[config.mk]
export PLATFORM = sky130hd
export DESIGN_NAME = aes_ctrl_fsm_flat
export DESIGN_NICKNAME = d
export VERILOG_FILES = /design/src/rtl/aes_pkg.sv /design/src/rtl/aes_ctrl_fsm_if.sv /design/src/rtl/aes_rcon_gen.sv /design/src/rtl/aes_ctrl_fsm.sv /design/src/flat_wrapper.sv
export SDC_FILE = /design/constraint.sdc
export NUM_CORES = 1
export LEC_CHECK = 0
export ABC_AREA = 1
export CAP_MARGIN = 15
export CELL_PAD_IN_SITES_DETAIL_PLACEMENT = 1
export CELL_PAD_IN_SITES_GLOBAL_PLACEMENT = 1
export CORE_MARGIN = 8
export CORE_UTILIZATION = 36
export DETAILED_ROUTE_END_ITERATION = 7
export GPL_ROUTABILITY_DRIVEN = 1
export HOLD_SLACK_MARGIN = 0.05
export PLACE_DENSITY_LB_ADDON = 0.25
export SLEW_MARGIN = 20
export SYNTH_ARGS = -nofsm -noshare
export SYNTH_HDL_FRONTEND = slang
export SYNTH_SLANG_ARGS = --single-unit
export TNS_END_PERCENT = 100
[constraint.sdc]
create_clock -name ClkxCI -period 1.8 [get_ports ClkxCI]
set_input_delay 0.18 -clock ClkxCI [delete_from_list [all_inputs] [get_ports ClkxCI]]
set_output_delay 0.18 -clock ClkxCI [all_outputs]
set_load 0.01 [all_outputs]
[src/rtl/aes_pkg.sv]
// Shared constants for the byte-serial AES-128 controller.
// Holds the state encoding, phase sizes and the Rcon xtime helper.
package aes_pkg;

    localparam int NUM_ROUNDS  = 10;
    localparam int BYTE_CYCLES = 16;

    localparam logic [1:0] ST_IDLE  = 2'd0;
    localparam logic [1:0] ST_LOAD  = 2'd1;
    localparam logic [1:0] ST_ROUND = 2'd2;
    localparam logic [1:0] ST_OUT   = 2'd3;

    localparam logic [7:0] RCON_INIT = 8'h01;
    localparam logic [7:0] RCON_POLY = 8'h1B;

    localparam logic [3:0] CNT_LAST   = 4'(BYTE_CYCLES - 1);
    localparam logic [3:0] ROUND_LAST = 4'(NUM_ROUNDS);

    function automatic logic [7:0] xtime(input logic [7:0] b);
        return {b[6:0], 1'b0} ^ (b[7] ? RCON_POLY : 8'h00);
    endfunction

endpackage

[src/rtl/aes_ctrl_fsm_if.sv]
// Start request and sequencing strobes between the AES controller
// and the datapath it drives.
interface aes_ctrl_fsm_if;

    logic       StartxSI;
    logic       BusyxSO;
    logic       LoadxSO;
    logic       ShiftRowsxSO;
    logic       MixColumnsxSO;
    logic       KeyStepxSO;
    logic [7:0] RconxDO;
    logic [3:0] RoundxDO;
    logic       CipherValidxSO;
    logic       DonexSO;

    modport master (
        output StartxSI,
        input  BusyxSO, LoadxSO, ShiftRowsxSO, MixColumnsxSO,
        input  KeyStepxSO, RconxDO, RoundxDO, CipherValidxSO, DonexSO
    );

    modport slave (
        input  StartxSI,
        output BusyxSO, LoadxSO, ShiftRowsxSO, MixColumnsxSO,
        output KeyStepxSO, RconxDO, RoundxDO, CipherValidxSO, DonexSO
    );

endinterface

[src/rtl/aes_rcon_gen.sv]
// Round-constant register: reload to 01 or advance by one xtime step.
module aes_rcon_gen
    import aes_pkg::*;
(
    input  logic       ClkxCI,
    input  logic       RstxBI,
    input  logic       i_load,
    input  logic       i_step,
    output logic [7:0] o_rcon
);

    logic [7:0] r_rcon;

    always_ff @(posedge ClkxCI or negedge RstxBI) begin
        if (!RstxBI) begin
            r_rcon <= RCON_INIT;
        end else if (i_load) begin
            r_rcon <= RCON_INIT;
        end else if (i_step) begin
            r_rcon <= xtime(r_rcon);
        end
    end

    assign o_rcon = r_rcon;

endmodule

[src/rtl/aes_ctrl_fsm.sv]
// Sequencer for the byte-serial AES-128 datapath: load, ten rounds,
// ciphertext drain, sixteen cycles per phase.
module aes_ctrl_fsm
    import aes_pkg::*;
(
    input  logic           ClkxCI,
    input  logic           RstxBI,
    aes_ctrl_fsm_if.slave  bus
);

    logic [1:0] r_state;
    logic [1:0] w_state_nxt;
    logic [3:0] r_cnt;
    logic [3:0] r_round;

    logic w_cnt_last;
    logic w_round_last;
    logic w_start;
    logic w_rcon_step;

    assign w_cnt_last   = (r_cnt == CNT_LAST);
    assign w_round_last = (r_round == ROUND_LAST);
    assign w_start      = (r_state == ST_IDLE) && bus.StartxSI;
    assign w_rcon_step  = (r_state == ST_ROUND) && w_cnt_last
                          && !w_round_last;

    always_comb begin
        w_state_nxt = r_state;
        unique case (r_state)
            ST_IDLE:  if (bus.StartxSI) w_state_nxt = ST_LOAD;
            ST_LOAD:  if (w_cnt_last) w_state_nxt = ST_ROUND;
            ST_ROUND: if (w_cnt_last && w_round_last) w_state_nxt = ST_OUT;
            ST_OUT:   if (w_cnt_last) w_state_nxt = ST_IDLE;
            default:  w_state_nxt = ST_IDLE;
        endcase
    end

    // Byte counter wraps 15 -> 0 at every phase boundary by itself.
    always_ff @(posedge ClkxCI or negedge RstxBI) begin
        if (!RstxBI) begin
            r_state <= ST_IDLE;
            r_cnt   <= 4'd0;
            r_round <= 4'd0;
        end else begin
            r_state <= w_state_nxt;
            r_cnt   <= (r_state == ST_IDLE) ? 4'd0 : r_cnt + 4'd1;
            unique case (r_state)
                ST_IDLE:  r_round <= 4'd0;
                ST_LOAD:  if (w_cnt_last) r_round <= 4'd1;
                ST_ROUND: if (w_rcon_step) r_round <= r_round + 4'd1;
                ST_OUT:   if (w_cnt_last) r_round <= 4'd0;
                default:  r_round <= 4'd0;
            endcase
        end
    end

    aes_rcon_gen u_rcon (
        .ClkxCI (ClkxCI),
        .RstxBI (RstxBI),
        .i_load (w_start),
        .i_step (w_rcon_step),
        .o_rcon (bus.RconxDO)
    );

    // MixColumns acts on the previous round's columns, so round 1 has none.
    assign bus.BusyxSO        = (r_state != ST_IDLE);
    assign bus.LoadxSO        = (r_state == ST_LOAD);
    assign bus.KeyStepxSO     = (r_state == ST_ROUND);
    assign bus.ShiftRowsxSO   = (r_state == ST_ROUND) && w_cnt_last;
    assign bus.MixColumnsxSO  = (r_state == ST_ROUND)
                                && (r_cnt[1:0] == 2'd0)
                                && (r_round >= 4'd2);
    assign bus.CipherValidxSO = (r_state == ST_OUT);
    assign bus.DonexSO        = (r_state == ST_OUT) && w_cnt_last;
    assign bus.RoundxDO       = r_round;

endmodule

[src/flat_wrapper.sv]
// flat-port wrapper written by rule: the top's interface ports become plain ports
module aes_ctrl_fsm_flat import aes_pkg::*;
  (ClkxCI, RstxBI, bus_StartxSI, bus_BusyxSO, bus_LoadxSO, bus_ShiftRowsxSO, bus_MixColumnsxSO, bus_KeyStepxSO, bus_RconxDO, bus_RoundxDO, bus_CipherValidxSO, bus_DonexSO);
  aes_ctrl_fsm_if bus_i ();
  input  logic ClkxCI;
  input  logic RstxBI;
  input wire logic [$bits(bus_i.StartxSI)-1:0] bus_StartxSI;
  output wire logic [$bits(bus_i.BusyxSO)-1:0] bus_BusyxSO;
  output wire logic [$bits(bus_i.LoadxSO)-1:0] bus_LoadxSO;
  output wire logic [$bits(bus_i.ShiftRowsxSO)-1:0] bus_ShiftRowsxSO;
  output wire logic [$bits(bus_i.MixColumnsxSO)-1:0] bus_MixColumnsxSO;
  output wire logic [$bits(bus_i.KeyStepxSO)-1:0] bus_KeyStepxSO;
  output wire logic [$bits(bus_i.RconxDO)-1:0] bus_RconxDO;
  output wire logic [$bits(bus_i.RoundxDO)-1:0] bus_RoundxDO;
  output wire logic [$bits(bus_i.CipherValidxSO)-1:0] bus_CipherValidxSO;
  output wire logic [$bits(bus_i.DonexSO)-1:0] bus_DonexSO;
  assign bus_i.StartxSI = bus_StartxSI;
  assign bus_BusyxSO = bus_i.BusyxSO;
  assign bus_LoadxSO = bus_i.LoadxSO;
  assign bus_ShiftRowsxSO = bus_i.ShiftRowsxSO;
  assign bus_MixColumnsxSO = bus_i.MixColumnsxSO;
  assign bus_KeyStepxSO = bus_i.KeyStepxSO;
  assign bus_RconxDO = bus_i.RconxDO;
  assign bus_RoundxDO = bus_i.RoundxDO;
  assign bus_CipherValidxSO = bus_i.CipherValidxSO;
  assign bus_DonexSO = bus_i.DonexSO;
  aes_ctrl_fsm u_core (.ClkxCI(ClkxCI), .RstxBI(RstxBI), .bus(bus_i));
endmodule
==> flow_summary_export.csv <==
group,metric,value,unit
route,met1_length,1180,um
timing,max_slew.worst_pin.slew,0.449,ns
synthesis,yosysWarnings,0,
placed_design,placed_cell_area,1320,sq um
synthesis,synth-seq-cells,18,
route,drc,0,
placed_design,numPortBuffers,21,
synthesis,synth.distinct_cells,22,
floorplan,die_h,69.7,um
route,drt-initial-drc-count,29,
synthesis,synthesis.area,1040,sq um
clocking,clock_sinks,18,
floorplan,die_w,69.7,um
timing,period_minus_slack,1.74,ns
timing,setup_viol,0,
global_routing,grt_pass1_wl,4950,um
worst_setup_path,cp_slowest_cell,"clkdlybuf4s50_1",
synthesis,synth_cells,128,
final_layout,antenna_cells,0,
timing,setup_tns,0,ns
timing,finalCritPeriodShare,96.5,%
route,ant_nets,0,
min_path,hold_path_class,"in2async",
clocking,cts_tree,"done",
worst_setup_path,cp-start-kind,"flip-flop",
timing,rsz0062_at_grt,"false",
final_layout,num-fill-cells,343,
route,routed_wl,2890,um
worst_setup_path,critPathRequiredTime,1.62,ns
worst_setup_path,worstSetupPathType,"reg2out",
route,dr.max_layer_used,"met4",
route,vias_per_cell,5.08,
power,irDropWorstVdd,0.000765,V
job,max-cap-violations,0,
global_routing,gr-total-overflow,0,
power,p_sw_share,42.7,%
synthesis,synth_edf_count,0,
timing,maxSlewViolCount,0,
power,p_leak,0.735,nW
synthesis,synth.avg_cell_area,8.12,sq um
floorplan,row_count,19,
final_layout,syn_to_final_growth,36.8,%
timing,max_freq,0.576,GHz
clocking,root_buffer,"clkbuf_4",
floorplan,fp.coreArea,2760,sq um
floorplan,initial_utilization,37.7,%
global_routing,grt_pass1_vias,1099,
worst_setup_path,arrival,1.56,ns
power,p_comb_share,53.4,%
clocking,cts.clk_slew.worst_paths,0.11,ns
worst_setup_path,crit_chain,"inv_2 -> ha_4 -> clkdlybuf4s50_1",
route,dr_total_vias,970,
clocking,clk_latency,0.31,ns
timing,slew_headroom,70.0,%
route,wl_met3,135,um
floorplan,ios,22,
worst_setup_path,cp_max_fo,6,
final_layout,finalNetCount,173,
final_layout,design_area,1420,sq um
floorplan,die_area,4860,sq um
power,p_sw,759,uW
power,power,1.78,mW
placed_design,hpwl,2230,um
route,wl_met2,1510,um
route,wl_per_cell,15.1,um
timing,finalHoldViolCount,0,
power,pwr_density_cell,1250,nW/um^2
power,p_int,1.02,mW
global_routing,grt_usage,12.3,%
clocking,cts_buffers,3,
final_layout,drive_gt1_share,16.3,%
placed_design,gp_congestion,0.812,
clocking,ctsLongestPathBuffers,2,
synthesis,synth-seq-area-share,43.4,%
synthesis,async_reset_ff_share,100,%
synthesis,ys_dominant_reg_cell,"dfrtp_1",
global_routing,grt_max_degree,15,
route,first_pass_iters,4,
worst_setup_path,slowest_delay,0.55,ns
worst_setup_path,end_kind,"output pin",
global_routing,grt_antenna_before_repair,0,
timing,finClkSkew,0.00147,ns
run_status,outcome,"complete, no violations",
power,pwr-share-seq,31.6,%
synthesis,syn_nets,140,
power,clkPwrFrac,15.0,%
clocking,cts.htree.levels,1,
[cells in the mapped netlist, types with 2 or more instances]
| cell | n | area, sq um |
|---|---|---|
| a21oi_1 | 5 | 25.0 |
| o21ai_1 | 2 | 10.0 |
| nor2_1 | 11 | 41.3 |
| nand3_1 | 16 | 80.1 |
| inv_1 | 14 | 52.6 |
| dfrtp_1 | 17 | 425 |
| nand2_1 | 34 | 128 |
| o21ai_0 | 7 | 35.0 |
| ha_1 | 9 | 113 |
[timing repair]
action                     4_1_cts  5_1_grt
setup endpoints to repair        6        3
gates resized for setup          9        8
hold buffers                     0        0
pin swaps                        1        1
setup buffers                    2        1
[metal layers]
layer	GRT usage (%)	vias to the layer above
li1	-	477
met1	12.2	470
met2	22.3	16
met3	3.86	7
met4	6.03	0
met5	0	-
[critical path: cells and delay by family, from the launching register on]
family	cells	cell delay [ns]
adders and majority gates	1	0.17
buffers and inverters	2	0.66
DFF	1	0.43
[per-stage QoR]
| stage | std cells | hold slack (ns) | worst slack [ns] | util (%) |
|---|---|---|---|---|
| 2_1_floorplan | 128 | -0.116 | 0.251 | - |
| 3_3_place_gp | 184 | 0.475 | 0.120 | 47.8 |
| 3_5_place_dp | 184 | 0.484 | 0.0793 | 47.8 |
| 4_1_cts | 190 | 0.190 | 0.0135 | 50.2 |
| 5_1_grt | 191 | 0.197 | 0.0114 | 51.6 |
| 6_report | 191 | 0.171 | 0.0639 | 51.6 |
[final cells by class]
cell class              count  area [sq um]  area share (%)
flip-flops and latches     18           452            31.8
clock buffers               4          36.3            2.55
well taps                  31          38.8            2.73
multi-input cells          94           564            39.7
repair buffers             30           279            19.6
inverters                  14          52.6            3.69
[logic make-up (layout without fill, tap and decap cells)]
| logic type | count (synthesis) | in the layout | share of synthesized area [%] |
|---|---|---|---|
| compound gates | 16 | 16 | 8.30 |
| buf+inv | 16 | 48 | 6.62 |
| simple gates | 67 | 67 | 29.1 |
| fa+ha+maj | 9 | 9 | 10.8 |
| flops | 18 | 18 | 43.4 |
| xor+xnor | 2 | 2 | 1.69 |
[registers in the layout (all words and copies together) (netlist names)]
| name | count |
|---|---|
| u_core.u_rcon.o_rcon | 8 |
| u_core.bus.RoundxDO | 4 |
| u_core.r_cnt | 4 |
| u_core.r_state | 2 |
[cell usage in the layout (no fill, tap or decap), types with 3 or more instances in the layout]
| cell | count |
|---|---|
| a21oi_1 | 5 |
| buf_4 | 9 |
| clkbuf_4 | 3 |
| clkdlybuf4s50_1 | 15 |
| dfrtp_1 | 17 |
| dlygate4sd2_1 | 3 |
| ha_1 | 5 |
| inv_1 | 12 |
| nand2_1 | 34 |
| nand3_1 | 16 |
| nor2_1 | 11 |
| o21ai_0 | 7 |
[path summary, 6_finish.rpt]
check	cells past startpoint	slack [ns]	endpoint	from
setup / recovery	3	0.06	bus_KeyStepxSO	u_core.r_state[0]$_DFFE_PN0P_
hold / removal	1	0.17	u_core.u_rcon.o_rcon[1]$_DFFE_PN0P_	RstxBI
setup reg to reg	6	0.16	u_core.u_rcon.o_rcon[4]$_DFFE_PN0P_	u_core.r_state[0]$_DFFE_PN0P_
hold reg to reg	2	0.54	u_core.u_rcon.o_rcon[0]$_DFFE_PN1P_	u_core.u_rcon.o_rcon[0]$_DFFE_PN1P_
max in group asynchronous	2	1.12	u_core.u_rcon.o_rcon[3]$_DFFE_PN0P_	RstxBI
min in group ClkxCI	2	0.54	u_core.u_rcon.o_rcon[0]$_DFFE_PN1P_	u_core.u_rcon.o_rcon[0]$_DFFE_PN1P_
[power groups by stage]
| stage | registers, mW | logic, mW | clock network, mW |
|---|---|---|---|
| after detailed placement | 0.575 | 0.858 | 0 |
| final | 0.561 | 0.949 | 0.267 |
| after global placement | 0.563 | 0.816 | 0 |
| after CTS | 0.558 | 0.939 | 0.274 |
| after global routing | 0.571 | 1.07 | 0.293 |
| after floorplan | 0.579 | 0.496 | 0 |
Note: power is estimated with default switching activity, not from simulation.
==> RTL edit 1, RTL diff (same settings) <==
`BYTE_CYCLES`: 16 -> 8.
--- a/src/rtl/aes_pkg.sv
+++ b/src/rtl/aes_pkg.sv
@@ -3,7 +3,7 @@
 package aes_pkg;
 
     localparam int NUM_ROUNDS  = 10;
-    localparam int BYTE_CYCLES = 16;
+    localparam int BYTE_CYCLES = 8;
 
     localparam logic [1:0] ST_IDLE  = 2'd0;
     localparam logic [1:0] ST_LOAD  = 2'd1;
Behaviour: not the same (a bounded check fails within 10 cycles, from zero or initial values and one cycle with RstxBI low).
==> RTL edit 1 against the unedited design <==
Worst setup slack better by 0.054 ns. Total power down 2.6%. Register-to-register slack better by 0.05 ns. Synthesized area up 1.2%. Via count unchanged. Combinational power down 4.2%. Final area down 2.6%. Critical path depth down 1. Non-clock buffer count unchanged. Routed wire length down 3.3%. Sequential cell count unchanged. Critical path type unchanged. Largest power group unchanged.
==> RTL edit 1: results <==
export IMPL_synth_area_per_cell_sq_um=8.03
export IMPL_cts_max_level=1
export IMPL_cts_reportedPaths_clkPinSlew_ns=0.11
export IMPL_power_leakage_nw=0.695
export IMPL_critical_path_top_delay_family="buffers and inverters"
export IMPL_grt_max_degree=19
export IMPL_slew_headroom_pct=81.4
export IMPL_wl_met1_um=1210
export IMPL_synthTopCellsByArea="dfrtp_1, nand2_1, ha_1"
export IMPL_hold_class="in -> async"
export IMPL_arrival_ns=1.50
export IMPL_met1_usage_pct=13.7
export IMPL_cp_slowest_stage_delay_ns=0.56
export IMPL_track_usage_pct=12.0
export IMPL_avgRoutedWirePerCell_um=14.4
export IMPL_use_met3_pct=3.67
export IMPL_ys_seq_area_share_pct=42.9
export IMPL_clock_skew_ns=0.00351
export IMPL_critPathMaxFanout=4
export IMPL_cts_buffers=3
export IMPL_async_reset_ff_share_pct=100
export IMPL_place_congestion=0.818
export IMPL_drtPass1Iterations=4
export IMPL_dpl_instance_area_sq_um=1350
export IMPL_critPathSlowestCell="clkdlybuf4s50_1"
export IMPL_grt_pass1_wl_um=4910
export IMPL_nets=176
export IMPL_dp_slack_ns=0.0699
export IMPL_synth_top_cells_by_count="nand2_1, nand3_1, dfrtp_1, inv_1, nor2_1"
export IMPL_antenna_found_initial=0
export IMPL_grt_pass1_vias=1059
export IMPL_synth_distinct_cells=19
export IMPL_met3_length_um=166
export IMPL_cts_buffer_depth=2
export IMPL_ir_worst_vdd_mv=0.707
export IMPL_syn_num_nets=143
export IMPL_status="finished clean"
export IMPL_port_buffers=21
export IMPL_diodes=0
export IMPL_via_count=970
export IMPL_dp_hpwl_um=2190
export IMPL_wl_met2_um=1370
export IMPL_drive_above_1_share_pct=17.2
export IMPL_grt_met2_usage_pct=20.1
export IMPL_synth_flop_cell="dfrtp_1"
export IMPL_fin_cells=194
export IMPL_final_core_util_pct=50.2
export IMPL_drt_iter0_markers=30
export IMPL_root_buffer="clkbuf_4"
export IMPL_largest_register_ff_count=8
export IMPL_clk_latency_ns=0.30
export IMPL_yosysWarnings=0
export IMPL_nFillCells=358
[RTL edit 1: cell type report]
cell class / instances / share of cell area (%)
clock buffers: 4 / 2.62
flip-flops and latches: 18 / 32.6
repair buffers: 30 / 19.0
multi-input cells: 98 / 39.5
well taps: 31 / 2.80
inverters: 13 / 3.52
[RTL edit 1: worst paths after layout]
kind                                         start                 endpoint  slack, ns  cells past startpoint
max                              u_core.r_state[1]       bus_CipherValidxSO       0.12                      2
min                                         RstxBI  u_core.u_rcon.o_rcon[5]       0.20                      2
max reg2reg                      u_core.r_state[1]   u_core.bus.RoundxDO[3]       0.21                      7
min reg2reg                u_core.u_rcon.o_rcon[0]  u_core.u_rcon.o_rcon[0]       0.52                      2
max in group asynchronous                   RstxBI  u_core.u_rcon.o_rcon[0]       1.34                      2
min in group ClkxCI        u_core.u_rcon.o_rcon[0]  u_core.u_rcon.o_rcon[0]       0.52                      2
[RTL edit 1: what timing repair did]
| action | CTS | global route |
|---|---|---|
| gates resized for setup | 9 | 4 |
| setup endpoints to repair | 6 | 2 |
| setup buffers | 1 | 0 |
| pin swaps | 0 | 1 |
[RTL edit 1: kinds of logic (layout without fill, tap and decap cells)]
kind of cell	after synthesis	after routing	share of synthesized area [%]
AO/OA/AOI/OAI	15	15	8.20
XOR/XNOR	2	2	1.66
adder cells (fa/ha/maj)	9	9	10.7
buffers and inverters	15	47	6.18
flip-flops	18	18	42.9
AND/OR/NAND/NOR	72	72	30.3
[RTL edit 1: power breakdown]
group	leakage, nW	switching (mW)	internal [mW]	total, mW
Combinational	0.434	0.529	0.380	0.909
Sequential	0.240	0.0769	0.491	0.568
Clock	0.0210	0.132	0.123	0.255
Total	0.695	0.738	0.994	1.73
==> RTL edit 2, RTL diff (config.mk and constraints unchanged) <==
Without the edit above. Make the reset (`RstxBI`) synchronous in 2 clocked blocks.
--- a/src/rtl/aes_rcon_gen.sv
+++ b/src/rtl/aes_rcon_gen.sv
@@ -11,7 +11,7 @@
 
     logic [7:0] r_rcon;
 
-    always_ff @(posedge ClkxCI or negedge RstxBI) begin
+    always_ff @(posedge ClkxCI) begin
         if (!RstxBI) begin
             r_rcon <= RCON_INIT;
         end else if (i_load) begin
--- a/src/rtl/aes_ctrl_fsm.sv
+++ b/src/rtl/aes_ctrl_fsm.sv
@@ -36,7 +36,7 @@
     end
 
     // Byte counter wraps 15 -> 0 at every phase boundary by itself.
-    always_ff @(posedge ClkxCI or negedge RstxBI) begin
+    always_ff @(posedge ClkxCI) begin
         if (!RstxBI) begin
             r_state <= ST_IDLE;
             r_cnt   <= 4'd0;
Behaviour: differs if RstxBI is asserted again (counterexample within 4 cycles, from zero or initial values and one cycle with RstxBI low); with RstxBI held inactive, the same outputs for 10 cycles.
==> RTL edit 2 against the unedited design <==
Worst setup slack gained 0.028 ns. Sequential cell count is the same. Non-clock buffer count decreased by 4. Synthesized area shrank 6.0%. Sequential power shrank 10%. Routed wire length fell by 12%. Critical path depth unchanged. Final area down 9.0%. Total power shrank 16%. Largest power group unchanged.
==> RTL edit 2: results <==
export IMPL_status="finished clean"
export IMPL_synth_top_cells_by_count="nor2_1, dfxtp_1, nand2_1, inv_1, o21ai_1"
export IMPL_grt_pass1_vias=982
export IMPL_worstMarginPinSlew_ns=0.354
export IMPL_dp_slack_ns=0.174
export IMPL_dp_hpwl_um=2030
export IMPL_dpl_instance_area_sq_um=1260
export IMPL_synth_area_per_cell_sq_um=7.58
export IMPL_whs_ns=0.447
export IMPL_synthTopCellsByArea="dfxtp_1, nor2_1, ha_1"
export IMPL_critPathSlowestCell="clkdlybuf4s50_1"
export IMPL_wl_met2_um=1350
export IMPL_top_layer="met4"
export IMPL_grt_pass1_wl_um=4330
export IMPL_met3_length_um=146
export IMPL_ys_seq_area_share_pct=36.9
export IMPL_hold_class="reg -> reg"
export IMPL_nFillCells=348
export IMPL_place_congestion=0.775
export IMPL_synth_flop_cell="dfxtp_1"
export IMPL_synth_distinct_cells=23
export IMPL_fin_crit_sh_pct=94.9
export IMPL_fin_cells=189
export IMPL_drt_iter0_markers=25
export IMPL_nets=170
export IMPL_async_reset_ff_share_pct=0
export IMPL_r2r_slack_ns=0.33
export IMPL_power_leakage_nw=0.554
export IMPL_via_count=936
export IMPL_track_usage_pct=12.0
export IMPL_antenna_found_initial=0
export IMPL_cts_setup_buffers=0
export IMPL_totalWireLength_um=2540
export IMPL_post_cts_resized=8
export IMPL_syn_num_nets=140
export IMPL_clock_skew_ns=0.00646
export IMPL_largest_register_ff_count=8
export IMPL_regArea_sq_um=363
export IMPL_drive_above_1_share_pct=15.2
export IMPL_critPathMaxFanout=4
export IMPL_arrival_ns=1.53
export IMPL_ir_worst_vdd_mv=0.709
export IMPL_grt_max_degree=11
export IMPL_wl_met1_um=1020
==> RTL edit 2: cell types whose count changed in the layout (fill, tap and decap cells not counted), sizes merged, moves of 3 or more <==
cell	delta
dfxtp	+18
nor2	+18
dfrtp	-17
nand2	-15
nand3	-8
buf	-4
inv	+3
==> RTL edit 2: routing by layer <==
layer	GRT usage [%]	up-vias
li1	-	463
met1	12.1	453
met2	22.7	16
met3	3.11	4
met4	4.60	0
met5	0	-
==> RTL edit 2: where the power goes <==
group          switching, mW  total, mW  internal, mW
clock network          0.135      0.258         0.123
logic                  0.425      0.732         0.307
registers             0.0425      0.503         0.460
==> RTL edit 2: cells by family (layout without fill, tap and decap cells) <==
kind of cell               count (synthesis)  after routing  share of synthesized area (%)
and+or+nand+nor                           61             61                           30.2
DFF                                       18             18                           36.9
buffers and inverters                     19             48                           8.19
xor gates and xnor gates                   4              4                           3.59
adders and majority gates                  8              8                           10.2
AOI/OAI and AO/OA                         19             19                           10.9
==> RTL edit 2: worst paths after layout <==
path         cells past startpoint              start                 to
min                              1    u_core.r_cnt[0]    u_core.r_cnt[0]
max                              3  u_core.r_state[0]     bus_KeyStepxSO
min reg2reg                      1    u_core.r_cnt[0]    u_core.r_cnt[0]
max reg2reg                      8  u_core.r_state[0]  u_core.r_state[1]
==> RTL edit 2: final cells by class <==
type / instances / share of cell area (%)
Multi-Input combinational cell: 92 / 41.8
Sequential cell: 18 / 28.0
Timing Repair Buffer: 26 / 18.7
Inverter: 18 / 5.60
Tap cell: 31 / 3.00
Clock buffer: 4 / 2.80
==> RTL edit 2: worst max-delay path, delay by kind of cell (launching register included) <==
kind | cells | cell delay (ns)
adder cells (fa/ha/maj) | 1 | 0.22
buffers and inverters | 2 | 0.66
flip-flops | 1 | 0.35
